<file path="src/rtl/led_if.sv">
// Pattern engine bus: mode/pause controls toward the engine, LED drive and
// step strobe back out.
interface led_if #(
  parameter int LED_W = 4
);
  logic [1:0]       mode;
  logic             pause;
  logic [LED_W-1:0] led;
  logic             step;

  modport master (output mode, output pause, input led, input step);
  modport slave  (input mode, input pause, output led, output step);
endinterface

</file>
<file path="src/rtl/led_pattern_gen.sv">
// LED pattern engine: prescaled step ticks advance flow/bounce/blink/count.
// Optional LED_ACTIVE_LOW_EN drives led = ~pat for current-sinking boards.
//
// mode_q      | meaning
// MODE_FLOW   | single lit LED rotating toward MSB, wrapping to bit 0
// MODE_BOUNCE | single lit LED sweeping MSB-ward then back, ends lit once
// MODE_BLINK  | whole bank toggles between all-off and all-on
// MODE_COUNT  | binary up-count, modulo 2^LED_W
module led_pattern_gen #(
  parameter int LED_W    = 4,
  parameter int STEP_CYC = 25_000_000
) (
  input logic  clk,
  input logic  rst_n,
  led_if.slave bus
);

  localparam int CNT_W = $clog2(STEP_CYC);
  localparam logic [CNT_W-1:0] CNT_LAST = CNT_W'(STEP_CYC - 1);

  typedef enum logic [1:0] {
    MODE_FLOW   = 2'd0,
    MODE_BOUNCE = 2'd1,
    MODE_BLINK  = 2'd2,
    MODE_COUNT  = 2'd3
  } mode_e;

  logic [CNT_W-1:0] cnt, cnt_d;
  logic [LED_W-1:0] pat, pat_d;
  mode_e            mode_q, mode_d;
  logic             dir, dir_d;
  logic             step_q, step_d;
  logic             tick, mode_chg;
  logic [LED_W-1:0] shl, shr;

  assign tick     = (cnt == CNT_LAST) && !bus.pause;
  assign mode_chg = (bus.mode != mode_q);
  assign shl      = pat << 1;
  assign shr      = pat >> 1;

  always_ff @(posedge clk or negedge rst_n) begin
    if (!rst_n) begin
      cnt    <= '0;
      pat    <= LED_W'(1);
      mode_q <= MODE_FLOW;
      dir    <= 1'b0;
      step_q <= 1'b0;
    end else begin
      cnt    <= cnt_d;
      pat    <= pat_d;
      mode_q <= mode_d;
      dir    <= dir_d;
      step_q <= step_d;
    end
  end

  always_comb begin
    cnt_d  = cnt;
    pat_d  = pat;
    mode_d = mode_q;
    dir_d  = dir;
    step_d = 1'b0;
    // A mode change wins over a coincident tick and ignores pause.
    if (mode_chg) begin
      mode_d = mode_e'(bus.mode);
      cnt_d  = '0;
      dir_d  = 1'b0;
      case (mode_e'(bus.mode))
        MODE_FLOW, MODE_BOUNCE: pat_d = LED_W'(1);
        default:                pat_d = '0;
      endcase
    end else if (!bus.pause) begin
      cnt_d = tick ? '0 : cnt + CNT_W'(1);
      if (tick) begin
        step_d = 1'b1;
        case (mode_q)
          MODE_FLOW:  pat_d = {pat[LED_W-2:0], pat[LED_W-1]};
          MODE_BOUNCE: begin
            if (!dir) begin
              pat_d = shl;
              dir_d = shl[LED_W-1];
            end else begin
              pat_d = shr;
              dir_d = !shr[0];
            end
          end
          MODE_BLINK: pat_d = ~pat;
          MODE_COUNT: pat_d = pat + LED_W'(1);
          default:    pat_d = pat;
        endcase
      end
    end
  end

`ifdef LED_ACTIVE_LOW_EN
  assign bus.led = ~pat;
`else
  assign bus.led = pat;
`endif
  assign bus.step = step_q;

endmodule

</file>
<file path="src/flat_wrapper.sv">
// flat-port wrapper written by rule: the top's interface ports become plain ports
module led_pattern_gen_flat 
#(
  parameter int LED_W    = 4,
  parameter int STEP_CYC = 25_000_000
)
  (clk, rst_n, bus_mode, bus_pause, bus_led, bus_step);
  led_if #(.LED_W(LED_W)) bus_i ();
  input logic clk;
  input logic rst_n;
  input wire logic [$bits(bus_i.mode)-1:0] bus_mode;
  input wire logic [$bits(bus_i.pause)-1:0] bus_pause;
  output wire logic [$bits(bus_i.led)-1:0] bus_led;
  output wire logic [$bits(bus_i.step)-1:0] bus_step;
  assign bus_i.mode = bus_mode;
  assign bus_i.pause = bus_pause;
  assign bus_led = bus_i.led;
  assign bus_step = bus_i.step;
  led_pattern_gen #(.LED_W(LED_W), .STEP_CYC(STEP_CYC)) u_core (.clk(clk), .rst_n(rst_n), .bus(bus_i));
endmodule
</file>
<file path="config.mk">
export PLATFORM = sky130hd
export DESIGN_NAME = led_pattern_gen_flat
export DESIGN_NICKNAME = d
export VERILOG_FILES = /design/src/rtl/led_if.sv /design/src/rtl/led_pattern_gen.sv /design/src/flat_wrapper.sv
export SDC_FILE = /design/constraint.sdc
export NUM_CORES = 1
export LEC_CHECK = 0
export CAP_MARGIN = 0
export CORE_MARGIN = 4
export CORE_UTILIZATION = 30
export CTS_CLUSTER_SIZE = 16
export DETAILED_ROUTE_END_ITERATION = 6
export GPL_TIMING_DRIVEN = 0
export PLACE_DENSITY = 0.49
export SLEW_MARGIN = 10
export SYNTH_ARGS = -nofsm -noshare
export SYNTH_HDL_FRONTEND = slang
export SYNTH_SLANG_ARGS = --single-unit
</file>
<file path="constraint.sdc">
create_clock -name clk -period 2.8 [get_ports clk]
set_clock_uncertainty 0.1 [all_clocks]
set_input_delay 0.56 -clock clk [delete_from_list [all_inputs] [get_ports clk]]
set_output_delay 0.56 -clock clk [all_outputs]
set_load 0.02 [all_outputs]
</file>
==> results.md, run 1 <==
- Status: finished clean
- Synth Net Count: 209
- Synth Cell Area: 1870 um^2
- Clock Tree Root: clkbuf_8
- RSZ-0062 raised after global routing: no
- Seq/Total Area, Yosys: 44.2%
- Reg2Reg Setup Slack: 0.34 ns
- Routed WL: 4.21 mm
- Critical path data required time: 2.90 ns
- Hold Fails Final Rpt: 0
- Initial DRC count: 84
- # hold bufs at CTS: 0
- CP max stage cell: or4_4
- Static Leak: 0.000817 uW
- Crit Path Max Fanout: 5
- # IOs: 10
- Power Density: 474 nW/um^2
- Post-route cell area: 2160 um^2
- Post-CTS resize count: 0
- Initial antenna violation count: 0
- Cell area after placement: 2040 um^2
- Largest cells by area after synthesis: dfrtp_1 (43%), nand2_1 (4.4%), nor2_1 (4.4%)
- Global route overflow: 0
- Slew headroom: 49.6%
- Arr. time, crit path: 2.56 ns
- Tot Pwr: 1020 uW
- H-tree lvl count: 2
- Hold crit path type: primary input to asynchronous set/reset pin
- Utilization after layout: 36.0%
- Hold slack: 0.249 ns
- Fin nets: 224
- DRC: 0
- CP delay by family, top: simple AND/OR/NAND/NOR gates
- Synth Instances: 202
- Layout cells sized above 1: 7.80%
- Crit-path cells: ha_1 -> and2b_2 -> nand2_4 -> or4_4 -> or4b_1 -> a31oi_1
- Core area: 5990 um^2
- Port buffer count: 8
- Wire length per cell: 14.4 um
- Timing-limited maximum frequency: 0.407 GHz
- # fillers: 598
- TritonCTS clock tree: done
- Setup TNS: 0 ns
- Starting density of the core: 31.2%
- Max incr delay on CP: 0.56 ns
- Area growth syn-to-layout: 15.3%
- Synth top cells by count: dfrtp_1 (32), nand2_1 (22), nor2_1 (22), a21oi_1 (14)
- Die W: 87.0 um
- Sequential Area: 827 um^2
- Via density: 5.09
- Multi-input logic area: 980 um^2
- Post-DRT Antenna Nets: 0
- FFs w/ async S/R, synth: 100%
- Clock Latency Late Sink: 0.28 ns
- Number of buffers and inverters on the critical path: 0
- Ant diodes: 0
- Distinct cells, synth: 46
- Routability-driven placement congestion ratio: 0.764
- Post-CTS Setup Bufs: 0
- Slew @ Worst Pin: 0.756 ns
- Post-synth EDFFs: 0
- Yosys top cell by area: dfrtp_1
- Vias: 1,490
- Clock Sinks: 33
- Max cap viols: 0
- Clock Pin Slew Worst Setup and Hold Paths: 0.07 ns
- Die area: 7560 um^2
- Largest net degree at the start of global routing: 34
- Synth warnings: 0
- Worst Path Class, Setup: register to register
- Count of final setup violators: 0
- GRT Total Usage: 12.2%
- First-pass GRT wire length: 7.22 mm
- Row count: 28
- Most common cell in the netlist: dfrtp_1
- First-pass DRT Iterations: 4
- Most used DFF post-synth: dfrtp_1
- HPWL Detailed: 3.03 mm
- Chip height: 87.0 um
- Pins over their slew limit: 0
- Syn_area_per_cell: 9.26 um^2
- Vias in the first global route: 1,457
- Max Buffers Root-to-Sink: 2
- Final period util: 87.8%
- Setup crit start kind: register
- CP endpoint kind: register
- Tmin final: 2.46 ns
- Number of synthesized register bits: 33
- CTS buffer count: 5
- Maximum vdd drop: 0.000314 V
- Top cell type's share of synthesized area: 42.8%
[cell families after synthesis]
family | Yosys count | synth area share [%]
xor+xnor | 17 | 7.96
mux | 2 | 1.14
buf+inv | 15 | 3.41
compound gates | 36 | 12.3
fa+ha+maj | 2 | 1.34
flops | 33 | 44.2
simple gates | 97 | 29.6
[routing by layer]
metal / track usage, % / vias to the layer above / wire, um
met3: 3.12 / 2 / 130
met2: 18.7 / 16 / 1940
met5: 0 / - / 0
met4: 2.97 / 0 / 28
met1: 17.1 / 710 / 2110
li1: - / 762 / -
[worst paths after layout]
path / start / end / cells after the start
min in group clk: u_core.cnt[24] / u_core.cnt[24] / 1
max in group asynchronous: rst_n / u_core.cnt[15] / 1
hold / removal: rst_n / u_core.bus.led[1] / 1
setup reg to reg: u_core.cnt[0] / u_core.bus.led[2] / 6
setup / recovery: u_core.cnt[0] / u_core.bus.led[2] / 6
hold reg to reg: u_core.cnt[24] / u_core.cnt[24] / 1
[metrics by stage]
step / cells / worst slack (ns)
2_1_floorplan: 202 / 0.422
3_3_place_gp: 285 / 0.292
3_5_place_dp: 285 / 0.274
4_1_cts: 293 / 0.340
5_1_grt: 293 / 0.201
6_report: 293 / 0.342
[worst register-to-register path, cell delays in order, from the launching register on]
cell and delay (ns):
dfrtp_1 0.40, ha_1 0.26, and2b_2 0.26, nand2_4 0.09, or4_4 0.57, or4b_1 0.52
a31oi_1 0.17
[layout make-up]
type                            count  area share [%]
Clock buffer                        7            4.00
Tap cell                           75            4.35
Inverter                            4           0.696
Sequential cell                    33            38.4
Multi-Input combinational cell    154            45.4
Buffer                             11            2.26
Clock inverter                      1            1.39
Timing Repair Buffer                8            3.48
[power breakdown]
group / internal (uW) / switching [uW]
clock network: 290 / 172
logic: 21.8 / 48.4
registers: 483 / 7.04
[flip-flops by register name, indices dropped and copies added (netlist names)]
name	count
u_core.cnt	25
u_core.bus.led	4
u_core.mode_q	2
u_core.bus.step	1
u_core.dir	1
[placed cells by master (no fill, tap or decap), types with 2 or more instances in the layout]
master and instances:
xnor2_1 9, or3_1 5, clkbuf_8 6, and4_1 2, a31oi_1 4, nor2_1 22
inv_1 4, and4b_1 3, nand3_1 7, nor4bb_1 2, o21ai_0 5, a311oi_1 2
clkdlybuf4s50_1 7, nor4_1 4, nor4b_1 2, and3_1 2, nand2_1 22, and2_1 2
ha_1 2, dfrtp_1 32, a21oi_1 14, clkbuf_1 11, nand3b_1 3, xor2_1 8
o31ai_1 3, nand4_1 10, nor2b_1 2
No activity file was read; power rests on OpenSTA's default activity.
==> inputs of run 2 (changes only) <==
clock period = 2.57 ns   (was 2.8 ns; I/O delays follow)
==> results.md, run 2 (same netlist as run 1, synthesis figures left out) <==
- Clock Sinks: 33
- Reg2Reg Depth: 6
- Starting density of the core: 31.2%
- Largest net degree at the start of global routing: 34
- Worst Setup SP: u_core.cnt[0]
- Max FFs per register: 25
- Clock Latency Late Sink: 0.28 ns
- Internal power: 866 uW
- Switching power: 251 uW
- Hold Fails Final Rpt: 0
- TritonCTS clock tree: done
- Vias in the first global route: 1,457
- Power Density: 518 nW/um^2
- Vias: 1,493
- Chip height: 87.0 um
- CTS buffer count: 5
- First-pass GRT wire length: 7.22 mm
- HPWL Detailed: 3.03 mm
- Die W: 87.0 um
- Status: finished clean
- Switch share: 22.5%
- Max incr delay on CP: 0.56 ns
- Arr. time, crit path: 2.56 ns
- Layout cells sized above 1: 7.80%
- # IOs: 10
- Max Buffers Root-to-Sink: 2
- Max cap viols: 0
- Post-CTS Setup Bufs: 0
- GRT Total Usage: 12.2%
- Fin nets: 224
- Critical path data required time: 2.67 ns
- Global route overflow: 0
- Area growth syn-to-layout: 15.3%
- Reg power frac: 47.8%
- RSZ-0062 raised after global routing: no
- Core area: 5990 um^2
- H-tree lvl count: 2
- DRC: 0
- Setup TNS: 0 ns
- Row count: 28
- Reg with most FFs: u_core.cnt
- Pins over their slew limit: 0
- Routability-driven placement congestion ratio: 0.764
- First-pass DRT Iterations: 4
- Tmin final: 2.46 ns
- Most common cell after layout, fill and taps aside: dfrtp_1
- Clock Pin Slew Worst Setup and Hold Paths: 0.07 ns
- Die area: 7560 um^2
- Final period util: 95.6%
- Crit-path cells: ha_1 -> and2b_2 -> nand2_4 -> or4_4 -> or4b_1 -> a31oi_1
- Crit Path Max Fanout: 5
- Initial DRC count: 83
- Setup crit start kind: register
- Static Leak: 0.000817 uW
- Wire length per cell: 14.4 um
- CP endpoint kind: register
- Ant diodes: 0
- Initial antenna violation count: 0
- Hold crit path type: primary input to asynchronous set/reset pin
- Via density: 5.10
- Post-DRT Antenna Nets: 0
- CP max stage cell: or4_4
- Utilization after layout: 36.0%
- Maximum vdd drop: 0.000343 V
- Reg2Reg Setup Slack: 0.11 ns
- R2R Path Start: u_core.cnt[0]
- Worst Path Class, Setup: register to register
- Port buffer count: 8
- Timing-limited maximum frequency: 0.407 GHz
- Slew @ Worst Pin: 0.757 ns
- Slew headroom: 49.6%
- Clock Tree Root: clkbuf_8
- Combinational share of power: 6.9%
- Count of final setup violators: 0
- Routed WL: 4.22 mm
- Clock group share of total power: 45.3%
- Hold slack: 0.200 ns
- RR Endpoint: u_core.bus.led[2]
- Most frequent cells in the layout: dfrtp_1 (32), nand2_1 (22), nor2_1 (22)
[run 2: power groups by stage]
stage          Combinational [uW]  Sequential, uW  Clock (uW)
2_1_floorplan                41.2             544           0
3_3_place_gp                 80.0             544           0
3_5_place_dp                 79.0             544           0
4_1_cts                      79.3             534         521
5_1_grt                      86.2             535         543
6_report                     76.7             534         506
[run 2: layout make-up]
type / count / area [um^2]
Timing Repair Buffer: 8 / 75.1
Clock buffer: 7 / 86.3
Multi-Input combinational cell: 154 / 980
Fill cell: 598 / 3830
Tap cell: 75 / 93.8
Inverter: 4 / 15.0
Sequential cell: 33 / 827
Buffer: 11 / 48.8
Clock inverter: 1 / 30.0
[run 2: through the flow]
| step | total power (uW) | setup slack [ns] | instance area (um^2) | cells |
|---|---|---|---|---|
| 6_report | 1120 | 0.113 | 2160 | 293 |
| 5_1_grt | 1160 | 0.00102 | 2160 | 293 |
| 4_1_cts | 1130 | 0.110 | 2160 | 293 |
| 3_5_place_dp | 623 | 0.0902 | 2040 | 285 |
| 3_3_place_gp | 624 | 0.108 | 2040 | 285 |
| 2_1_floorplan | 586 | 0.238 | 1870 | 202 |
[run 2: worst max-delay path, delay by kind of cell (launching register included)]
family | cells | cell delay (ns)
AND/OR/NAND/NOR | 4 | 1.43
flip-flops | 1 | 0.40
adder cells (fa/ha/maj) | 1 | 0.26
AO/OA/AOI/OAI | 1 | 0.17
[run 2: routing by layer]
layer / up-vias / routed length (um) / track usage [%] / share of wire (%)
met5: - / 0 / 0 / 0
met4: 0 / 28 / 2.97 / 0.66
met3: 2 / 157 / 3.12 / 3.7
met2: 20 / 1930 / 18.7 / 46
met1: 710 / 2110 / 17.1 / 50
li1: 761 / - / - / -
[run 2: what timing repair did]
action                                  in CTS  in global routing
resized for setup                            0                  1
endpoints found under the setup margin       0                  1
hold buffers                                 0                  0
[run 2: how the worst max path moves through the flow]
| stage | endpoint | slack (ns) |
|---|---|---|
| 2_1_floorplan | u_core.bus.led[2] | 0.24 |
| 3_3_place_gp | u_core.cnt[5] | 0.11 |
| 3_5_place_dp | u_core.bus.led[2] | 0.09 |
| 4_1_cts | u_core.bus.led[2] | 0.11 |
| 5_1_grt | u_core.bus.led[2] | 0.001 |
| 6_report | u_core.bus.led[2] | 0.11 |
